==> src/rtl/tf_pkg.sv <==
// Shared defaults and FSM state type for the twiddle-factor generator.
package tf_pkg;
  localparam int          DATA_W_DEF  = 32;
  localparam int          D_W_DEF     = 4;
  localparam int          STAGES_DEF  = 4;
  localparam int          MUL_LAT_DEF = 2;
  localparam logic [31:0] Q_DEF       = 32'd97;

  typedef enum logic {
    IDLE     = 1'b0,
    MUL_WAIT = 1'b1
  } tf_state_t;
endpackage

==> src/rtl/tf_gen_seq_mod_mul_pipe.sv <==
// Fixed-latency modular multiplier: prod = (a*b) mod Q, MUL_LAT registered stages.
module mod_mul_pipe #(
  parameter int                DATA_W  = 32,
  parameter logic [DATA_W-1:0] Q       = 97,
  parameter int                MUL_LAT = 2
) (
  input  logic              clk,
  input  logic              rst,
  input  logic [DATA_W-1:0] a,
  input  logic [DATA_W-1:0] b,
  input  logic              start,
  output logic [DATA_W-1:0] prod
);
  localparam logic [2*DATA_W-1:0] Q_EXT = {{DATA_W{1'b0}}, Q};

  logic [2*DATA_W-1:0] full_prod;
  logic [DATA_W-1:0]   red;
  logic [DATA_W-1:0]   stage_reg [MUL_LAT];

  assign full_prod = {{DATA_W{1'b0}}, a} * {{DATA_W{1'b0}}, b};
  assign red       = DATA_W'(full_prod % Q_EXT);

  always_ff @(posedge clk or posedge rst) begin
    if (rst) begin
      for (int i = 0; i < MUL_LAT; i++) stage_reg[i] <= '0;
    end else begin
      if (start) stage_reg[0] <= red;
      for (int i = 1; i < MUL_LAT; i++) stage_reg[i] <= stage_reg[i-1];
    end
  end

  assign prod = stage_reg[MUL_LAT-1];
endmodule

==> src/rtl/tf_gen_seq.sv <==
// Twiddle-factor sequencer: per-stage base/step store, emits base*step^n mod Q
// one factor per accepted read, throttled while the multiplier is busy.
module tf_gen_seq
  import tf_pkg::*;
#(
  parameter int                DATA_W  = DATA_W_DEF,
  parameter int                D_W     = D_W_DEF,
  parameter int                STAGES  = STAGES_DEF,
  parameter int                MUL_LAT = MUL_LAT_DEF,
  parameter logic [DATA_W-1:0] Q       = DATA_W'(Q_DEF)
) (
  input  logic              clk,
  input  logic              rst,
  input  logic              tf_init_base,
  input  logic              tf_init_const,
  input  logic              tf_ren,
  input  logic              tf_wen,
  input  logic [D_W-1:0]    it_depth_cnt,
  input  logic [DATA_W-1:0] base_in,
  input  logic [DATA_W-1:0] const_in,
  output logic [DATA_W-1:0] tf_out,
  output logic              tf_valid,
  output logic              tf_ready,
  output logic [D_W+7:0]    tf_idx,
  output logic              ren_drop
);
  localparam int SIDX_W = (STAGES > 1) ? $clog2(STAGES) : 1;
  localparam int CNT_W  = (MUL_LAT > 1) ? $clog2(MUL_LAT) : 1;
  localparam logic [D_W:0] STAGES_EXT = (D_W+1)'(STAGES);

  tf_state_t         state_reg, state_next;
  logic [CNT_W-1:0]  cnt_reg, cnt_next;
  logic              do_init, do_wen, do_ren, do_drop, mul_done;
  logic              in_range;
  logic [SIDX_W-1:0] sidx;
  logic [STAGES-1:0] base_we, step_we;
  logic [DATA_W-1:0] base_reg [STAGES];
  logic [DATA_W-1:0] step_reg [STAGES];
  logic [DATA_W-1:0] cur_reg, step_sel, prod;
  logic [DATA_W-1:0] tf_out_reg;
  logic              tf_valid_reg, ren_drop_reg;
  logic [D_W+7:0]    tf_idx_reg;

  assign in_range = ({1'b0, it_depth_cnt} < STAGES_EXT);
  assign sidx     = it_depth_cnt[SIDX_W-1:0];

  generate
    for (genvar gi = 0; gi < STAGES; gi++) begin : g_we
      assign base_we[gi] = in_range && (sidx == SIDX_W'(gi)) && (do_init || do_wen);
      assign step_we[gi] = in_range && (sidx == SIDX_W'(gi)) && tf_init_const;
    end
  endgenerate

  // Out-of-range stages multiply by 1 so cur holds while still emitting.
  assign step_sel = in_range ? step_reg[sidx] : DATA_W'(1);

  always_ff @(posedge clk or posedge rst) begin
    if (rst) begin
      state_reg <= IDLE;
      cnt_reg   <= '0;
    end else begin
      state_reg <= state_next;
      cnt_reg   <= cnt_next;
    end
  end

  always_comb begin
    state_next = state_reg;
    cnt_next   = cnt_reg;
    do_init    = 1'b0;
    do_wen     = 1'b0;
    do_ren     = 1'b0;
    do_drop    = 1'b0;
    mul_done   = 1'b0;
    case (state_reg)
      IDLE: begin
        if (tf_init_base) begin
          do_init = 1'b1;
        end else if (tf_wen) begin
          do_wen = 1'b1;
        end else if (tf_ren) begin
          do_ren     = 1'b1;
          state_next = MUL_WAIT;
          cnt_next   = CNT_W'(MUL_LAT - 1);
        end
      end
      MUL_WAIT: begin
        do_drop = tf_ren;
        if (cnt_reg == '0) begin
          mul_done   = 1'b1;
          state_next = IDLE;
        end else begin
          cnt_next = cnt_reg - 1'b1;
        end
      end
      default: state_next = IDLE;
    endcase
  end

  mod_mul_pipe #(
    .DATA_W (DATA_W),
    .Q      (Q),
    .MUL_LAT(MUL_LAT)
  ) u_mul (
    .clk  (clk),
    .rst  (rst),
    .a    (cur_reg),
    .b    (step_sel),
    .start(do_ren),
    .prod (prod)
  );

  always_ff @(posedge clk or posedge rst) begin
    if (rst) begin
      for (int i = 0; i < STAGES; i++) begin
        base_reg[i] <= '0;
        step_reg[i] <= '0;
      end
      cur_reg      <= '0;
      tf_out_reg   <= '0;
      tf_valid_reg <= 1'b0;
      tf_idx_reg   <= '0;
      ren_drop_reg <= 1'b0;
    end else begin
      tf_valid_reg <= do_ren;
      if (do_ren) begin
        tf_out_reg <= cur_reg;
        tf_idx_reg <= tf_idx_reg + 1'b1;
      end
      if (do_init && in_range) begin
        cur_reg    <= base_in;
        tf_idx_reg <= '0;
      end
      if (mul_done) cur_reg <= prod;
      if (do_drop) ren_drop_reg <= 1'b1;
      for (int i = 0; i < STAGES; i++) begin
        if (base_we[i]) base_reg[i] <= do_init ? base_in : cur_reg;
        if (step_we[i]) step_reg[i] <= const_in;
      end
    end
  end

  assign tf_out   = tf_out_reg;
  assign tf_valid = tf_valid_reg;
  assign tf_ready = (state_reg == IDLE);
  assign tf_idx   = tf_idx_reg;
  assign ren_drop = ren_drop_reg;
endmodule
==> config.mk <==
export PLATFORM = sky130hd
export DESIGN_NAME = tf_gen_seq
export DESIGN_NICKNAME = d
export VERILOG_FILES = /design/src/rtl/tf_pkg.sv /design/src/rtl/tf_gen_seq_mod_mul_pipe.sv /design/src/rtl/tf_gen_seq.sv
export SDC_FILE = /design/constraint.sdc
export NUM_CORES = 2
export LEC_CHECK = 0
export CORE_UTILIZATION = 40
export CTS_CLUSTER_DIAMETER = 150
export DETAILED_ROUTE_END_ITERATION = 8
export GPL_TIMING_DRIVEN = 0
export PLACE_DENSITY = 0.52
export SLEW_MARGIN = 20
export SYNTH_ARGS = -nofsm -noshare
export SYNTH_HDL_FRONTEND = slang
export SYNTH_SLANG_ARGS = --single-unit
==> constraint.sdc <==
create_clock -name clk -period 85.9 [get_ports clk]
set_input_delay 17.18 -clock clk [delete_from_list [all_inputs] [get_ports clk]]
set_output_delay 17.18 -clock clk [all_outputs]
set_load 0.005 [all_outputs]
=== Word-level counts from Yosys, hierarchy flattened ===
Index checks and enable logic that the tools add are counted.

* Add/subtract/negate cells: 2
* $mul: 1
* Div/mod/pow operators: 1
* Magnitude comparators: 2
* Equal/unequal tests: 6
* Muxes and demuxes: 24
* Bitwise logic cells: 2
* Reduce and logical (&&, ||, !) cells: 13

{| class="wikitable"
|+ Operators with widths
! operator !! count
|-
| $mux W32 || 5
|-
| $bmux W32 S2 || 1
|-
| $mod A64 B7 Y64 const B || 1
|-
| $mul A32 B32 Y64 || 1
|-
| $mux W12 || 2
|-
| $mux W1 || 14
|-
| $add A12 B1 Y12 const B || 1
|-
| $logic_and A1 B1 Y1 || 9
|-
| $ne A2 B2 Y1 const B || 3
|-
| $eq A2 B2 Y1 const B || 2
|-
| $lt A4 B3 Y1 const B || 1
|-
| $pmux W1 S2 || 2
|-
| $reduce_bool A2 Y1 || 2
|-
| $ge A3 B3 Y1 const B || 1
|-
| $not A2 Y3 || 1
|-
| $reduce_and A3 Y1 || 1
|-
| $eq A2 B1 Y1 const B || 1
|-
| $logic_not A2 Y1 || 1
|-
| $not A1 Y1 || 1
|-
| $sub A1 B1 Y1 const B || 1
|}

* Flip-flop bits (word level): 272
* Input port bits: 74
* Output and inout port bits: 47
* Word-level logic and storage cells: 64

=== Logic depth before layout (Yosys ltp) ===
* Depth after elaboration: 7
* Mapped depth: 209
* Mapped depth without buffers: 178

=== Modules after synthesis ===
A second synthesis with hierarchy kept.

* Cell total of the unflattened synthesis: 7598
* Area total of the unflattened synthesis: 64723.3 um2

{| class="wikitable"
|+ Modules (own cells, without submodules)
! module !! instances !! cells each !! area an instance (um2) !! seq. area each (um2)
|-
| mod_mul_pipe || 1 || 6858 || 55575.8 || 1601.5
|-
| tf_gen_seq || 1 || 740 || 9147.5 || 5205.0
|}

=== Worst setup path after synthesis ===
No wires, ideal clock.

* Kind: input to register
* Start: input port it_depth_cnt[0]
* End: register u_mul.stage_reg[43] (netlist bit)
* Setup time: 0.130 ns
* Arrival: 66.005 ns
* Data required time: 85.770 ns
* Setup slack: 19.766 ns
* Stages: 188
* Buffers on the path: 14
* Path through: clkbuf_1 -> buf_1 -> clkbuf_1 -> mux4_2 -> and2_1 -> clkbuf_1 -> nand2_1 -> fa_1 -> fa_1 -> inv_1 -> fa_1 -> inv_1 -> fa_1 -> inv_1 -> fa_1 -> fa_1 -> fa_1 -> inv_1 -> (+152 left out) -> o21a_1 -> nor3_1 -> nor2_1 -> inv_1 -> ha_1 -> nor2_1 -> o21a_1 -> o221ai_2 -> buf_6 -> xnor2_1 -> ha_1 -> inv_1 -> a221oi_1 -> or4b_4 -> o211ai_4 -> nand2_4 -> a31oi_2 -> nor2_1

* Longest elaborated chain between the ends: 7
* Elaborated cells between the ends (all ways): 8
* Those cells by class: mul: 1; div: 1; order compare: 1; mux: 4; bitwise: 1

{| class="wikitable"
|+ Ends and longest elaborated chain
! element !! line !! RTL
|-
| start: declaration || tf_gen_seq.sv:18 || <nowiki>input logic [D_W-1:0] it_depth_cnt,</nowiki>
|-
| $not A2 Y3 (not written as such) || tf_gen_seq.sv:55 || <nowiki>assign step_sel = in_range ? step_reg[sidx] : DATA_W'(1);</nowiki>
|-
| $bmux W32 S2 || tf_gen_seq.sv:55 ||
|-
| $mux W32 (not written as such) (2 in series) || tf_gen_seq.sv:55 ||
|-
| $mux W32 * || tf_gen_seq.sv:55 ||
|-
| $mul A32 B32 Y64 * || tf_gen_seq_mod_mul_pipe.sv:20 || <nowiki>assign full_prod = {{DATA_W{1'b0}}, a} * {{DATA_W{1'b0}}, b};</nowiki>
|-
| $mod A64 B7 Y64 * || tf_gen_seq_mod_mul_pipe.sv:21 || <nowiki>assign red = DATA_W'(full_prod % Q_EXT);</nowiki>
|-
| end: declaration || tf_gen_seq_mod_mul_pipe.sv:18 || <nowiki>logic [DATA_W-1:0] stage_reg [MUL_LAT];</nowiki>
|}

Mark *: on every way between the ends. The rest lies on a longest branch, timed or not. The select of a mux whose other input is x is not followed.
A chain may end at the register's enable or synchronous reset.

=== Final worst setup path ===
* Start: input port it_depth_cnt[2]
* End: register u_mul.stage_reg[47] (netlist bit)

* Longest elaborated chain between the ends: 4

{| class="wikitable"
|+ Ends and longest elaborated chain
! element !! line !! RTL
|-
| $lt A4 B3 Y1 || tf_gen_seq.sv:44 || <nowiki>assign in_range = ({1'b0, it_depth_cnt} < STAGES_EXT);</nowiki>
|-
| $mux W32 || tf_gen_seq.sv:55 ||
|-
| $mul A32 B32 Y64 || tf_gen_seq_mod_mul_pipe.sv:20 ||
|-
| $mod A64 B7 Y64 || tf_gen_seq_mod_mul_pipe.sv:21 ||
|}

No other way between the ends.

==> impl_table.tex <==
\begin{tabular}{lr}
\hline
Metric & Value \\
\hline
\multicolumn{2}{l}{\textbf{Status}} \\
\quad Status & completed \\
\multicolumn{2}{l}{\textbf{Min path}} \\
\quad Class of the tightest hold or removal check & flop to flop \\
\multicolumn{2}{l}{\textbf{Worst setup path}} \\
\quad Element type at the critical path end & flop \\
\quad Delay of the slowest cell on the worst path & around 1000 ps \\
\quad Worst-path maximum fanout & 10 \\
\quad Capturing point of the worst reg2reg path & u\_mul.stage\_reg[47] \\
\quad Slowest cell on the critical path & sky130\_fd\_sc\_hd\_\_o311ai\_1 \\
\quad Number of cells traversed by the worst register-to-register path & 184 \\
\quad Origin of the worst setup path & it\_depth\_cnt[2] \\
\quad Most common cell on crit path & sky130\_fd\_sc\_hd\_\_fa\_1 \\
\quad Startpoint type of the worst setup path & input port \\
\quad Capturing instance or port of the critical path & u\_mul.stage\_reg[47] \\
\quad R2R setup slack & 26770 ps \\
\quad Class of the most critical setup path & input port to flop \\
\quad Critical path required time & 86340 ps \\
\quad Arrival time at the worst endpoint & about 80000 ps \\
\quad Worst R2R Start & step\_reg[87] \\
\multicolumn{2}{l}{\textbf{Yosys}} \\
\quad Register area share after synthesis & roughly a tenth \\
\quad Largest family of logic cells by synthesized area & adder cells \\
\quad Post-synth top area share & approximately 28\% \\
\quad Post-Synthesis Cells & approximately 7300 \\
\quad Netlist area before placement & $\sim$65000 um\^{}2 \\
\quad Warning count from the yosys run & 0 \\
\quad Post-Synth XOR/XNOR Area & roughly 4.2\% \\
\quad Number of synthesized register bits & between 200 and 300 \\
\quad Share of synthesized cell area in and, or, nand and nor gates & between 20\% and 30\% \\
\quad Adder and majority gate portion of the synthesized area & between 30 and 40\% \\
\quad Top cell type by total area after synthesis & sky130\_fd\_sc\_hd\_\_fa\_1 \\
\quad Flip-flop cell with the highest count after synthesis & sky130\_fd\_sc\_hd\_\_dfrtp\_1 \\
\quad Fraction of synthesized area in multiplexers & between 5 and 6\% \\
\quad Number of different library cells in the post-synthesis netlist & 206 \\
\quad Average instance area after synthesis & around 9 um\^{}2 \\
\quad Synthesized netlist net count & 8572 \\
\quad Async set-reset flop share out of synthesis & 100.0\% \\
\quad Number of enable-type register cells in the synthesized netlist & 0 \\
\quad Top area cells in the synthesized netlist & sky130\_fd\_sc\_hd\_\_fa\_1, sky130\_fd\_sc\_hd\_\_dfrtp\_1, sky130\_fd\_sc\_hd\_\_inv\_1, sky130\_fd\_sc\_hd\_\_nand2\_1, sky130\_fd\_sc\_hd\_\_and3\_1 \\
\quad Post-synthesis compound-gate area fraction & between 10\% and 20\% \\
\multicolumn{2}{l}{\textbf{Clocking}} \\
\quad CTS max path bufs & 3 \\
\quad Post-CTS Repair Setup Buffers & 0 \\
\quad Htree depth & 1 \\
\quad Clk pin slew, worst setup/hold paths & $\sim$70 ps \\
\quad Sinks on Clock Net & about 270 \\
\quad Clock tree from TritonCTS & yes \\
\quad Hold buffers post-CTS & 0 \\
\quad Cell chosen for the clock root & sky130\_fd\_sc\_hd\_\_clkbuf\_16 \\
\quad Num CTS Buffers & 24 \\
\quad Number of instances resized during post-cts repair & 0 \\
\quad Insertion delay of the later-clocked pin in the worst-skew pair & between 500 and 600 ps \\
\multicolumn{2}{l}{\textbf{STA}} \\
\quad Final total negative setup slack & 0 ps \\
\quad Worst Tran Pin Value & between 1000 and 1500 ps \\
\quad Clock skew & around 27 ps \\
\quad Final setup violating endpoints & 0 \\
\quad Final critical path time including I/O delays and setup & just under 80000 ps \\
\quad Rel. slew slack & 6.906\% \\
\quad Hold violation count in the final report & 0 \\
\quad Worst-case hold slack & between 300 and 400 ps \\
\quad Upper clock frequency limit & 0.01294 GHz \\
\quad Max-slew violation count & 0 \\
\quad Crit path setup slack, layout & 8597 ps \\
\quad RSZ-0062 raised after global routing & false \\
\quad Share of the clock period used by the worst path & between 80\% and 90\% \\
\multicolumn{2}{l}{\textbf{GRT}} \\
\quad Maximum number of pins on one net before global-route repair & 99 \\
\quad Number of global-route vias before repair & between 50000 and 60000 \\
\quad Wire length of the first global-routing pass & between 400000 and 500000 um \\
\quad All-layer global routing usage & between 30\% and 40\% \\
\quad Initial antenna violation count & 29 \\
\quad Remaining Overflow, GRT & 0 \\
\multicolumn{2}{l}{\textbf{Die}} \\
\quad Standard cell core area & approximately 160000 um\^{}2 \\
\quad Die Y-Extent & 404.6 um \\
\quad Total I/O pin count & between 100 and 150 \\
\quad Die ar. & about 160000 um\^{}2 \\
\quad X dimension of the die & roughly 400 um \\
\quad Placement Rows & around 150 \\
\quad Initial standard-cell utilization of the core & between 40\% and 50\% \\
\multicolumn{2}{l}{\textbf{Finish}} \\
\quad Final layout net count & approximately 8700 \\
\quad Largest register FFs & 128 \\
\quad Share of final-layout standard cells stronger than drive strength 1 & approximately an eighth \\
\quad Final cell count without fillers & $\sim$9700 \\
\quad Layout Area Growth over Synthesis & 7.626\% \\
\multicolumn{2}{l}{\textbf{Run}} \\
\quad Max cap viols & 0 \\
\multicolumn{2}{l}{\textbf{Place}} \\
\quad Placed insts & roughly 9600 \\
\quad Quantity of I/O buffers inserted on ports & $\sim$120 \\
\quad Last weighted congestion value of the routability-driven placer & approximately 1.1 \\
\quad Setup WS pre-CTS & 9024 ps \\
\quad Post-DP HPWL & roughly 220000 um \\
\multicolumn{2}{l}{\textbf{Detailed routing}} \\
\quad Remaining routing DRC violations & 0 \\
\quad Residual antenna-violating net count after detailed routing & 0 \\
\quad Drt via density & around 6.0 \\
\quad Router iterations before antenna repair & 8 \\
\quad Initial detailed-routing violation count & about 5500 \\
\quad Wirelength per Cell & 28.09 um \\
\quad Total wirelength of the detailed-routed design & 271800 um \\
\quad Via total after detailed routing & 58290 \\
\hline
\end{tabular}
through the flow:
step	utilization, %	cell area, um^2
5_1_grt	43.38	69730
4_1_cts	43.34	69680
2_1_floorplan	-	64820
3_5_place_dp	42.85	68890
6_report	43.40	69760
3_3_place_gp	42.74	68700
layout make-up:
cell class	count	area, um^2
Tap cell	2160	2703
Buffer	398	2102
Inverter	982	3721
Sequential cell	272	6807
Timing Repair Buffer	124	1297
Multi-Input combinational cell	5682	52310
Clock inverter	9	117.6
Antenna cell	16	40.04
Clock buffer	32	670.6
Fill cell	16170	90990
cells in the mapped netlist (32+ instances only):
library cell / count
sky130_fd_sc_hd__inv_1: 973
sky130_fd_sc_hd__nand2_1: 926
sky130_fd_sc_hd__fa_1: 896
sky130_fd_sc_hd__and3_1: 538
sky130_fd_sc_hd__nor2_1: 347
sky130_fd_sc_hd__clkbuf_1: 286
sky130_fd_sc_hd__dfrtp_1: 272
sky130_fd_sc_hd__ha_1: 268
sky130_fd_sc_hd__a21oi_1: 231
sky130_fd_sc_hd__o21ai_0: 183
sky130_fd_sc_hd__xnor2_1: 161
sky130_fd_sc_hd__mux2_2: 143
sky130_fd_sc_hd__nor3_1: 122
sky130_fd_sc_hd__nand3_1: 96
sky130_fd_sc_hd__xor2_1: 84
sky130_fd_sc_hd__o21ai_1: 76
sky130_fd_sc_hd__mux2i_1: 75
sky130_fd_sc_hd__and2_1: 68
sky130_fd_sc_hd__a31oi_1: 62
sky130_fd_sc_hd__a211oi_1: 53
sky130_fd_sc_hd__nand4_1: 53
sky130_fd_sc_hd__o211ai_1: 44
sky130_fd_sc_hd__a21o_1: 39
sky130_fd_sc_hd__buf_6: 38
sky130_fd_sc_hd__o21a_1: 38
sky130_fd_sc_hd__a21oi_2: 32
sky130_fd_sc_hd__mux4_2: 32
cells in the final DEF, fill, tap and decap left out, types with 62 or more instances in the layout:
cell type                         count
sky130_fd_sc_hd__xnor2_1            155
sky130_fd_sc_hd__nand3_1             96
sky130_fd_sc_hd__nand2_1            926
sky130_fd_sc_hd__mux2_2             143
sky130_fd_sc_hd__clkdlybuf4s50_1    118
sky130_fd_sc_hd__o21ai_1             78
sky130_fd_sc_hd__and3_1             538
sky130_fd_sc_hd__o21ai_0            181
sky130_fd_sc_hd__a21oi_1            231
sky130_fd_sc_hd__nor2_1             347
sky130_fd_sc_hd__ha_1               268
sky130_fd_sc_hd__a31oi_1             62
sky130_fd_sc_hd__nor3_1             122
sky130_fd_sc_hd__inv_1              972
sky130_fd_sc_hd__mux2i_1             75
sky130_fd_sc_hd__xor2_1              84
sky130_fd_sc_hd__fa_1               896
sky130_fd_sc_hd__dfrtp_1            272
sky130_fd_sc_hd__and2_1              68
sky130_fd_sc_hd__clkbuf_1           251
worst min-delay path by stage:
stage | start | to | cells after the start
3_3_place_gp | u_mul.stage_reg[56] | u_mul.prod[24] | 0
4_1_cts | u_mul.stage_reg[33] | u_mul.prod[1] | 0
6_report | u_mul.stage_reg[59] | u_mul.prod[27] | 0
5_1_grt | u_mul.stage_reg[33] | u_mul.prod[1] | 0
3_5_place_dp | u_mul.stage_reg[33] | u_mul.prod[1] | 0
2_1_floorplan | u_mul.stage_reg[32] | u_mul.prod[0] | 0
routing by layer:
layer  GRT usage, %  wire length, um  vias to the layer above
met3          9.328            28050                      688
met5              0               63                        -
met2          50.22           116800                     2739
met4          14.94            15980                       12
met1          43.79           110800                    29490
li1               -                -                    25360
kinds of logic (layout without fill, tap and decap cells):
logic type,Yosys count,after routing
simple gates,2542,2542
xor+xnor,277,277
flops,272,272
compound gates,1410,1410
buf+inv,1380,1545
mux,275,275
fa+ha+maj,1178,1178
other cells,0,16
worst max-delay path, delay by kind of cell:
| kind | cells | cell delay (ps) |
|---|---|---|
| xor+xnor | 13 | 5210 |
| simple gates | 55 | 17420 |
| buf+inv | 18 | 5190 |
| compound gates | 87 | 26500 |
| fa+ha+maj | 11 | 4940 |
| mux | 3 | 1100 |
Power is left out: the tool's default activity adds up to more than one toggle a clock period on the data nets, which glitch-free logic cannot reach.
